File: src/rtl/ram_dumper_if.sv
// Line-wide RAM read port between the UART readback engine (master) and the cache-line RAM (slave).
// Read data is registered by the RAM and becomes valid the cycle after mem_rd_en.
interface ram_dumper_if #(
  parameter int ADDR_W = 15,
  parameter int DATA_W = 128
);
  logic [ADDR_W-1:0] mem_addr;
  logic              mem_rd_en;
  logic [DATA_W-1:0] mem_rdata;

  modport master (
    output mem_addr,
    output mem_rd_en,
    input  mem_rdata
  );

  modport slave (
    input  mem_addr,
    input  mem_rd_en,
    output mem_rdata
  );
endinterface

File: src/rtl/ram_dumper.sv
// UART readback engine: reads a run of 32-bit words from the cache-line RAM and sends
// each word LSB byte first as back-to-back 8N1 frames on uart_tx_o.
module ram_dumper #(
  parameter int CLK_FREQ         = 50_000_000,
  parameter int BAUD_RATE        = 115200,
  parameter int CACHE_LINE_WIDTH = 128,
  parameter int RAM_DEPTH        = 32768
) (
  input  logic                         clk_i,
  input  logic                         rst_i,
  input  logic                         start_i,
  input  logic [$clog2(RAM_DEPTH)-1:0] start_addr_i,
  input  logic [15:0]                  word_count_i,
  output logic                         busy_o,
  output logic                         done_o,
  ram_dumper_if.master                 mem,
  output logic                         uart_tx_o
);

  localparam int ADDR_W         = $clog2(RAM_DEPTH);
  localparam int CLKS_PER_BIT   = CLK_FREQ / BAUD_RATE;
  localparam int BAUD_W         = $clog2(CLKS_PER_BIT);
  localparam int WORDS_PER_LINE = CACHE_LINE_WIDTH / 32;
  localparam int LINE_ADDR_BITS = $clog2(WORDS_PER_LINE);

  localparam logic [BAUD_W-1:0] BAUD_LAST = BAUD_W'(CLKS_PER_BIT - 1);

  typedef enum logic [2:0] {
    IDLE    = 3'd0,
    RD_REQ  = 3'd1,
    RD_CAP  = 3'd2,
    TX_BYTE = 3'd3,
    NEXT    = 3'd4,
    FINISH  = 3'd5
  } state_e;

  state_e                      state_r, state_nxt_s;
  logic [ADDR_W-1:0]           addr_r, addr_nxt_s, addr_inc_s;
  logic [15:0]                 remain_r, remain_nxt_s;
  logic [CACHE_LINE_WIDTH-1:0] line_r, line_nxt_s;
  logic [31:0]                 word_r, word_nxt_s;
  logic [1:0]                  byte_idx_r, byte_idx_nxt_s;
  logic [3:0]                  bit_idx_r, bit_idx_nxt_s;
  logic [BAUD_W-1:0]           baud_cnt_r, baud_cnt_nxt_s;
  logic                        tx_r, tx_nxt_s;
  logic                        busy_r, busy_nxt_s;
  logic                        done_r, done_nxt_s;
  logic                        rd_en_r, rd_en_nxt_s;

  function automatic logic [31:0] select_word(input logic [CACHE_LINE_WIDTH-1:0] line,
                                              input logic [LINE_ADDR_BITS-1:0]   off);
    return line[{off, 5'd0} +: 32];
  endfunction

  // Bit 0 is the start bit, 1..8 carry data LSB first, 9 is the stop bit.
  function automatic logic frame_bit(input logic [31:0] word,
                                     input logic [1:0]  byte_idx,
                                     input logic [3:0]  bit_idx);
    logic [7:0] data_v;
    data_v = word[{byte_idx, 3'd0} +: 8];
    if (bit_idx == 4'd0) begin
      return 1'b0;
    end else if (bit_idx == 4'd9) begin
      return 1'b1;
    end else begin
      return data_v[bit_idx[2:0] - 3'd1];
    end
  endfunction

  assign addr_inc_s = addr_r + ADDR_W'(1);

  // Next-state, datapath and next-output logic; every output is registered from these values.
  always_comb begin
    state_nxt_s    = state_r;
    addr_nxt_s     = addr_r;
    remain_nxt_s   = remain_r;
    line_nxt_s     = line_r;
    word_nxt_s     = word_r;
    byte_idx_nxt_s = byte_idx_r;
    bit_idx_nxt_s  = bit_idx_r;
    baud_cnt_nxt_s = baud_cnt_r;

    case (state_r)
      IDLE: begin
        if (start_i) begin
          if (word_count_i != 16'd0) begin
            addr_nxt_s   = start_addr_i;
            remain_nxt_s = word_count_i;
            state_nxt_s  = RD_REQ;
          end else begin
            state_nxt_s  = FINISH;
          end
        end else begin
          state_nxt_s = IDLE;
        end
      end
      RD_REQ: begin
        state_nxt_s = RD_CAP;
      end
      RD_CAP: begin
        line_nxt_s     = mem.mem_rdata;
        word_nxt_s     = select_word(mem.mem_rdata, addr_r[LINE_ADDR_BITS-1:0]);
        byte_idx_nxt_s = 2'd0;
        bit_idx_nxt_s  = 4'd0;
        baud_cnt_nxt_s = '0;
        state_nxt_s    = TX_BYTE;
      end
      TX_BYTE: begin
        if (baud_cnt_r == BAUD_LAST) begin
          baud_cnt_nxt_s = '0;
          if (bit_idx_r == 4'd9) begin
            bit_idx_nxt_s = 4'd0;
            if (byte_idx_r == 2'd3) begin
              state_nxt_s = NEXT;
            end else begin
              byte_idx_nxt_s = byte_idx_r + 2'd1;
            end
          end else begin
            bit_idx_nxt_s = bit_idx_r + 4'd1;
          end
        end else begin
          baud_cnt_nxt_s = baud_cnt_r + BAUD_W'(1);
        end
      end
      NEXT: begin
        remain_nxt_s = remain_r - 16'd1;
        addr_nxt_s   = addr_inc_s;
        if (remain_r == 16'd1) begin
          state_nxt_s = FINISH;
        end else if (addr_inc_s[LINE_ADDR_BITS-1:0] == LINE_ADDR_BITS'(0)) begin
          state_nxt_s = RD_REQ;
        end else begin
          // Next word is already in the buffered line; no RAM access.
          word_nxt_s     = select_word(line_r, addr_inc_s[LINE_ADDR_BITS-1:0]);
          byte_idx_nxt_s = 2'd0;
          bit_idx_nxt_s  = 4'd0;
          baud_cnt_nxt_s = '0;
          state_nxt_s    = TX_BYTE;
        end
      end
      FINISH: begin
        state_nxt_s = IDLE;
      end
      default: begin
        state_nxt_s = IDLE;
      end
    endcase

    busy_nxt_s  = (state_nxt_s != IDLE);
    done_nxt_s  = (state_r == FINISH);
    rd_en_nxt_s = (state_nxt_s == RD_REQ);
    if (state_nxt_s == TX_BYTE) begin
      tx_nxt_s = frame_bit(word_nxt_s, byte_idx_nxt_s, bit_idx_nxt_s);
    end else begin
      tx_nxt_s = 1'b1;
    end
  end

  // State, datapath and output registers; reset aborts any frame in flight.
  always_ff @(posedge clk_i) begin
    if (rst_i) begin
      state_r    <= IDLE;
      addr_r     <= '0;
      remain_r   <= 16'd0;
      line_r     <= '0;
      word_r     <= 32'd0;
      byte_idx_r <= 2'd0;
      bit_idx_r  <= 4'd0;
      baud_cnt_r <= '0;
      tx_r       <= 1'b1;
      busy_r     <= 1'b0;
      done_r     <= 1'b0;
      rd_en_r    <= 1'b0;
    end else begin
      state_r    <= state_nxt_s;
      addr_r     <= addr_nxt_s;
      remain_r   <= remain_nxt_s;
      line_r     <= line_nxt_s;
      word_r     <= word_nxt_s;
      byte_idx_r <= byte_idx_nxt_s;
      bit_idx_r  <= bit_idx_nxt_s;
      baud_cnt_r <= baud_cnt_nxt_s;
      tx_r       <= tx_nxt_s;
      busy_r     <= busy_nxt_s;
      done_r     <= done_nxt_s;
      rd_en_r    <= rd_en_nxt_s;
    end
  end

  assign uart_tx_o     = tx_r;
  assign busy_o        = busy_r;
  assign done_o        = done_r;
  assign mem.mem_addr  = addr_r;
  assign mem.mem_rd_en = rd_en_r;

endmodule

File: src/flat_wrapper.sv
// flat-port wrapper written by rule: the top's interface ports become plain ports
module ram_dumper_flat 
#(
  parameter int CLK_FREQ         = 50_000_000,
  parameter int BAUD_RATE        = 115200,
  parameter int CACHE_LINE_WIDTH = 128,
  parameter int RAM_DEPTH        = 32768
)
  (clk_i, rst_i, start_i, start_addr_i, word_count_i, busy_o, done_o, uart_tx_o, mem_mem_addr, mem_mem_rd_en, mem_mem_rdata);
  ram_dumper_if #(.ADDR_W((15)), .DATA_W((128))) mem_i ();
  input  logic clk_i;
  input  logic rst_i;
  input  logic start_i;
  input  logic [$clog2(RAM_DEPTH)-1:0] start_addr_i;
  input  logic [15:0] word_count_i;
  output logic busy_o;
  output logic done_o;
  output logic uart_tx_o;
  output wire logic [$bits(mem_i.mem_addr)-1:0] mem_mem_addr;
  output wire logic [$bits(mem_i.mem_rd_en)-1:0] mem_mem_rd_en;
  input wire logic [$bits(mem_i.mem_rdata)-1:0] mem_mem_rdata;
  assign mem_mem_addr = mem_i.mem_addr;
  assign mem_mem_rd_en = mem_i.mem_rd_en;
  assign mem_i.mem_rdata = mem_mem_rdata;
  ram_dumper #(.CLK_FREQ(CLK_FREQ), .BAUD_RATE(BAUD_RATE), .CACHE_LINE_WIDTH(CACHE_LINE_WIDTH), .RAM_DEPTH(RAM_DEPTH)) u_core (.clk_i(clk_i), .rst_i(rst_i), .start_i(start_i), .start_addr_i(start_addr_i), .word_count_i(word_count_i), .busy_o(busy_o), .done_o(done_o), .mem(mem_i), .uart_tx_o(uart_tx_o));
endmodule
File: config.mk
export PLATFORM = sky130hd
export DESIGN_NAME = ram_dumper_flat
export DESIGN_NICKNAME = d
export VERILOG_FILES = /design/src/rtl/ram_dumper_if.sv /design/src/rtl/ram_dumper.sv /design/src/flat_wrapper.sv
export SDC_FILE = /design/constraint.sdc
export NUM_CORES = 1
export LEC_CHECK = 0
export ABC_CLOCK_PERIOD_IN_PS = 4100
export CAP_MARGIN = 5
export CORE_ASPECT_RATIO = 0.9
export CORE_MARGIN = 5
export CORE_UTILIZATION = 40
export CTS_CLUSTER_SIZE = 24
export DETAILED_ROUTE_END_ITERATION = 7
export SETUP_SLACK_MARGIN = 0.05
export SYNTH_ARGS = -nofsm -noshare
export SYNTH_HDL_FRONTEND = slang
export SYNTH_SLANG_ARGS = --single-unit
File: constraint.sdc
create_clock -name clk_i -period 4.1 [get_ports clk_i]
set_input_delay 0.82 -clock clk_i [delete_from_list [all_inputs] [get_ports clk_i]]
set_output_delay 0.82 -clock clk_i [all_outputs]
set_load 0.01 [all_outputs]
=== After elaboration in Yosys (flattened, before gate mapping) ===
Cells that the tools add are included.

* RAM bits: 0
* Register bits after elaboration: 213
* Bits in read-only memories: 0
* Bits of input ports: 162
* Latch bits: 0
* Memories kept: 0
* Output and inout bits: 19
* Word-level logic and storage cells: 85

* Divide/modulo/power cells: 0
* Bitwise gates (word level): 1
* Muxes and demuxes: 36
* Reductions and logical operators: 10
* Multipliers: 0
* Add/subtract/negate cells: 6
* Shift-type cells: 3
* $lt $le $gt $ge: 1
* Eq/ne operators: 16

{| class="wikitable"
|+ Operators with widths
! kind !! count
|-
| $shiftx 128x8->32 || 2
|-
| $mux 32 || 2
|-
| $pmux 32 s2 || 1
|-
| $mux 16 || 2
|-
| $pmux 16 s2 || 1
|-
| $shiftx 32x6->8 || 1
|-
| $mux 15 || 2
|-
| $pmux 15 s2 || 1
|-
| $mux 9 || 3
|-
| $pmux 9 s3 || 1
|-
| $mux 3 || 6
|-
| $eq 16x1->1 const B || 1
|-
| $mux 4 || 4
|-
| $reduce_bool 16->1 || 1
|-
| $sub 16x1->16 const B || 1
|-
| $add 15x1->15 const B || 1
|-
| $pmux 3 s5 || 1
|-
| $mux 2 || 6
|-
| $pmux 4 s3 || 1
|-
| $add 9x1->9 const B || 1
|-
| $eq 3x2->1 const B || 3
|-
| $eq 9x9->1 const B || 1
|-
| $eq 4x4->1 const B || 2
|-
| $eq 3x1->1 const B || 2
|-
| other kinds (19) || 26
|}

=== Longest topological paths before layout ===
* Word-level depth: 10
* Mapped depth: 14
* Gate-level depth less buffers: 14

=== Worst setup path before layout ===
OpenSTA, ideal clock, no wires.

* Kind: register -> register
* Start point: register u_core.addr_r[0] (netlist: u_core.mem.mem_addr[0])
* End point: register u_core.tx_r (netlist: u_core.uart_tx_o)
* Arrival: 2884 ps
* Period minus slack after synthesis: 3015 ps
* Cell stages (with the launch flop): 13
* Required time: 3969 ps
* Setup slack: 1085 ps
* Cells stage by stage: dfxtp_1 ha_1 buf_2 buf_2 buf_2 buf_2 mux4_2 a221oi_1 mux2i_1 mux2i_1 nor3_1 o32ai_1 nand3_1

* Longest elaborated chain between the ends: 10
* Elaborated cells between the ends (all ways): 27

{| class="wikitable"
|+ Ends and longest elaborated chain
! element !! line !! source
|-
| start: declaration || ram_dumper.sv:38 || <nowiki>logic [ADDR_W-1:0] addr_r, addr_nxt_s, addr_inc_s;</nowiki>
|-
| start signal: assignment || ram_dumper.sv:176 || <nowiki>addr_r <= addr_nxt_s;</nowiki>
|-
| $add 15x1->15 || ram_dumper.sv:70 || <nowiki>assign addr_inc_s = addr_r + ADDR_W'(1);</nowiki>
|-
| $shiftx 128x8->32 or $logic_not 2->1 (tied branches) || ram_dumper.sv:52, ram_dumper.sv:130 ||
|-
| $mux 32 (tied with other cells) || ram_dumper.sv:130 || <nowiki>end else if (addr_inc_s[LINE_ADDR_BITS-1:0] == LINE_ADDR_BITS'(0)) begin</nowiki>
|-
| $mux 32 (tied with other cells) || ram_dumper.sv:128 || <nowiki>if (remain_r == 16'd1) begin</nowiki>
|-
| $pmux 32 s2 (tied with other cells) || ram_dumper.sv:83 || <nowiki>case (state_r)</nowiki>
|-
| $shiftx 32x6->8 or $sub 3x1->3 (tied branches) || ram_dumper.sv:60, ram_dumper.sv:66 ||
|-
| $bmux 1 s3 || ram_dumper.sv:66 || <nowiki>return data_v[bit_idx[2:0] - 3'd1];</nowiki>
|-
| $mux 1 (implied by the code) || ram_dumper.sv:66 ||
|-
| $mux 1 || ram_dumper.sv:63 || <nowiki>end else if (bit_idx == 4'd9) begin</nowiki>
|-
| $mux 1 || ram_dumper.sv:61 || <nowiki>if (bit_idx == 4'd0) begin</nowiki>
|-
| end signal: assignment || ram_dumper.sv:183 || <nowiki>tx_r <= tx_nxt_s;</nowiki>
|-
| end: declaration || ram_dumper.sv:45 || <nowiki>logic tx_r, tx_nxt_s;</nowiki>
|}

Parallel ways exist; a longest one is shown, timed or not. The select of a mux whose other input is x is not followed.
A chain may end at the register's enable or synchronous reset.

=== Worst setup path in the final report ===
* Start point: register u_core.state_r[2]
* End point: register u_core.tx_r (netlist: u_core.uart_tx_o)

* Longest elaborated chain between the ends: 7
* Elaborated cells between the ends (all ways): 23

{| class="wikitable"
|+ Ends and longest elaborated chain
! element !! line !! source
|-
| start: declaration || ram_dumper.sv:37 || <nowiki>state_e state_r, state_nxt_s;</nowiki>
|-
| start signal: assignment || ram_dumper.sv:175 || <nowiki>state_r <= state_nxt_s;</nowiki>
|-
| $eq 3x3->1 (tied with other cells) || ram_dumper.sv:83 ||
|-
| $pmux 2 s3 (tied with other cells) || ram_dumper.sv:83 ||
|-
| $shiftx 32x6->8 (tied with other cells) || ram_dumper.sv:60 || <nowiki>data_v = word[{byte_idx, 3'd0} +: 8];</nowiki>
|-
| $bmux 1 s3 or $pmux 3 s5 (tied branches) || ram_dumper.sv:66, ram_dumper.sv:83 ||
|-
| $mux 1 (implied by the code) or $eq 3x2->1 (tied branches) || ram_dumper.sv:66, ram_dumper.sv:152 ||
|-
| $mux 1 or $not 1->1 (tied branches) || - ||
|-
| $mux 1 or $reduce_or 2->1 (tied branches) || - ||
|}

Parallel ways exist; a longest one is shown, timed or not. The select of a mux whose other input is x is not followed.

==> impl_metrics.toml <==
[synth]
yosys.area_share.simple_pct = 20.6
synth-seq-area-share_pct = 41.7
synth_cell_types = 65
synth.avg_cell_area_um2 = 8.85
synthAdderAreaFrac_pct = 1.10
yosysTopAreaCellShare_pct = 41.7
synth_area_leaders = "dfxtp_1, mux4_2, nand2_1, a21oi_1, nor2_1"
async_flop_share_pct = 0
syn_inst = 1156
synth-xor-area-share_pct = 0.599
synth_compound_area_share_pct = 16.1
synth_area_um2 = 10200
yosysWarnings = 0
syn-num-nets = 1327
synth_top_family_by_area = "simple AND/OR/NAND/NOR gates"
synth_ff_type = "dfxtp_1"
ys_ff_latch = 213
synth.largest_area_cell = "dfxtp_1"
synth_edf_count = 0
synthMuxAreaShare_pct = 15.7

[power]
p_leak_uw = 0.00454
intPower_uw = 4100
seqPwrFrac_pct = 41.2
ir_worst_vdd_v = 0.000273
p_sw_uw = 1440
power.share.switching_pct = 26.0
power.density_nw_per_um2 = 423
clockPowerShare_pct = 42.4
comb_power_share_pct = 16.4

[placement]
placedCellCount = 1598
gp_congestion = 0.814
dpl-instance-area_um2 = 12200
dpl.hpwl_um = 19600
port_buffers = 180

[setup_path]
worst_path_largest_cell_delay_ps = 690
ff2ff_path_depth = 9
path_cells = "or3b_1, buf_4, o22ai_4, a222oi_1, mux4_2, or3_1, o31ai_1, o32ai_1, nand3_1"
reg2reg_from = "u_core.state_r[2]"
crit_start = "u_core.state_r[2]"
cp.required_ps = 4580
crit_slowest_cell = "o22ai_4"
rrSetupSlack_ps = 760
cp_max_fo = 30
r2r_end = "u_core.uart_tx_o"
crit_arrival_ps = 3810
end_kind = "register"
startpoint_type = "register"
path_class = "register to register"
endpoint = "u_core.uart_tx_o"

[route]
drc = 0
viasPerCell = 5.51
wl_um = 29200
drt_iter0_drc = 713
wl_per_cell_um = 17.7
postRouteAntennaNets = 0
vias = 9058
dr.max_layer_used = "met4"
routed-wl-met3_um = 1480
wl_met1_um = 13500
drt-pass1-iter-count = 5
wl_met2_um = 13700

[sta]
fin_skew_ps = 26.9
max-slew-margin-rel_pct = 29.9
period_share_pct = 81.4
setup-tns-final_ps = 0
setup_viol = 0
worst_pin_slew_ps = 1050
fmax_mhz = 300
min_period_ps = 3340
grt_setup_unrepaired = "false"
hold_viol = 0
drv_slew = 0

[cells_and_area]
stdcell_count = 1644
drive_gt1_share_pct = 10.4
postLayoutCellArea_um2 = 13100
fillers = 2347
syn_to_final_growth_pct = 28.0
n_antenna_cell = 0
fin_nets = 1454

[floorplan]
die_y_um = 162
coreArea_um2 = 25200
die_w_um = 179
row_count = 55
initial_core_util_pct = 40.6
die-area_um2 = 28900
io_pins = 181

[grt]
grt_pass1_vias = 8860
grt_max_degree = 161
overflow = 0
antenna_found_initial = 0
grt_first_pass_wirelength_um = 47000
grt.total_usage_pct = 19.7

[clock_network]
clkTransAtPathRegs_ps = 60
cts_resized = 0
cts_hold_repair.buffers = 0
clock_tree.root_cell = "clkbuf_16"
cts_max_level = 1
postCtsSetupRepairBufs = 0
cts_sinks = 213
cts_buffer_depth = 3
numCtsBuffers = 25
cts_tree = "built"
clk_latency_ps = 540

[run]
cap_violations = 0

[hold_path]
hp-class = "register to register"

[status]
status = "finished, final reports clean"
[power groups by stage]
stage	Combinational, uW	Sequential, uW	Clock [uW]
3_5_place_dp	915	2320	0
2_1_floorplan	544	2310	0
3_3_place_gp	912	2320	0
4_1_cts	920	2280	2400
5_1_grt	995	2300	2490
6_report	910	2280	2350
[how the worst min path moves through the flow]
stage | endpoint | start | slack [ps] | depth (start not counted)
5_1_grt | u_core.line_r[47] | u_core.line_r[47] | 470 | 2
4_1_cts | u_core.line_r[18] | u_core.line_r[18] | 450 | 2
2_1_floorplan | u_core.line_r[100] | u_core.line_r[100] | 430 | 2
6_report | u_core.line_r[81] | u_core.line_r[81] | 450 | 2
3_5_place_dp | u_core.line_r[14] | u_core.line_r[14] | 440 | 2
3_3_place_gp | u_core.line_r[16] | u_core.line_r[16] | 440 | 2
[through the flow]
stage                     hold WS [ps]  total power (uW)  worst slack [ps]  utilization, %
after detailed placement           444              3240               809            48.5
final                              452              5540               762            52.0
after CTS                          453              5600               805            52.0
after global routing               469              5780               567            52.0
after floorplan                    433              2850              1090               -
after global placement             440              3230               855            48.5
[metal layers]
metal  GRT usage (%)  up-vias
met3            3.51       38
met5               0        -
met2            31.2      220
li1                -     4431
met4            3.73        0
met1            28.6     4369
[cells in the final DEF, fill, tap and decap left out, types with 3 or more instances in the layout]
cell / synthesis / layout
nand2_1: 303 / 303
dfxtp_1: 213 / 211
clkdlybuf4s50_1: 0 / 179
a21oi_1: 156 / 156
nor2_1: 79 / 79
mux4_2: 67 / 67
a222oi_1: 28 / 28
clkbuf_16: 0 / 25
o21ai_0: 24 / 24
nand3_1: 16 / 16
nor3_1: 14 / 14
and3_1: 14 / 14
inv_1: 10 / 10
nand4_1: 10 / 10
mux2i_1: 9 / 9
a211oi_1: 8 / 8
ha_1: 9 / 8
buf_4: 2 / 8
nor4_1: 7 / 7
a22oi_1: 7 / 7
and2_1: 7 / 7
a221oi_1: 7 / 7
xor2_1: 6 / 6
clkbuf_1: 66 / 6
nor2b_1: 5 / 5
a311oi_1: 5 / 5
a31oi_1: 5 / 5
or3_1: 4 / 4
a41oi_1: 4 / 4
clkinv_2: 0 / 4
clkbuf_8: 0 / 4
bufinv_16: 0 / 4
nand2b_1: 4 / 3
or4_1: 3 / 3
buf_12: 0 / 3
[cells in the mapped netlist (3+ instances only)]
cell and instances:
nor2b_1 5, dfxtp_1 213, xor2_1 6, o21ai_0 24, or3_1 4, nor3_1 14, mux4_2 67, and2_1 7
nor4_1 7, buf_2 14, buf_1 6, a21oi_1 156, nand2_1 303, a221oi_1 7, a22oi_1 7, a311oi_1 5
a211oi_1 8, nand3_1 16, nand4_1 10, and3_1 14, ha_1 9, a41oi_1 4, a222oi_1 28, clkbuf_1 66
inv_1 10, nor2_1 79, mux2i_1 9, or4_1 3, a31oi_1 5, nand2b_1 4
[critical path, delay by kind of cell, from the launching register on]
kind / cells / cell delay [ps]
compound gates: 4 / 1210
buf+inv: 1 / 250
flops: 1 / 500
mux: 1 / 490
simple gates: 3 / 820
[kinds of logic (layout without fill, tap and decap cells)]
logic type,after synthesis,count (layout)
mux,77,77
buf+inv,102,248
xor+xnor,7,7
simple gates,484,484
fa+ha+maj,9,9
flops,213,213
compound gates,264,264
[layout make-up]
| cell class | count | area, um^2 | share of cell area, % |
|---|---|---|---|
| clock buffers | 35 | 703 | 5.37 |
| clock inverters | 11 | 178 | 1.36 |
| well taps | 342 | 428 | 3.27 |
| flip-flops and latches | 213 | 4270 | 32.6 |
| inverters | 11 | 41.3 | 0.315 |
| multi-input cells | 841 | 5550 | 42.4 |
| repair buffers | 191 | 1920 | 14.7 |
[state kept, by name, indices dropped and copies added (netlist names)]
signal,count
u_core.state_r,3
u_core.done_o,1
u_core.mem.mem_addr,15
u_core.word_r,32
u_core.remain_r,16
u_core.busy_o,1
u_core.bit_idx_r,4
u_core.byte_idx_r,2
u_core.mem.mem_rd_en,1
u_core.uart_tx_o,1
u_core.baud_cnt_r,9
u_core.line_r,128
No activity file was read; power rests on OpenSTA's default activity.
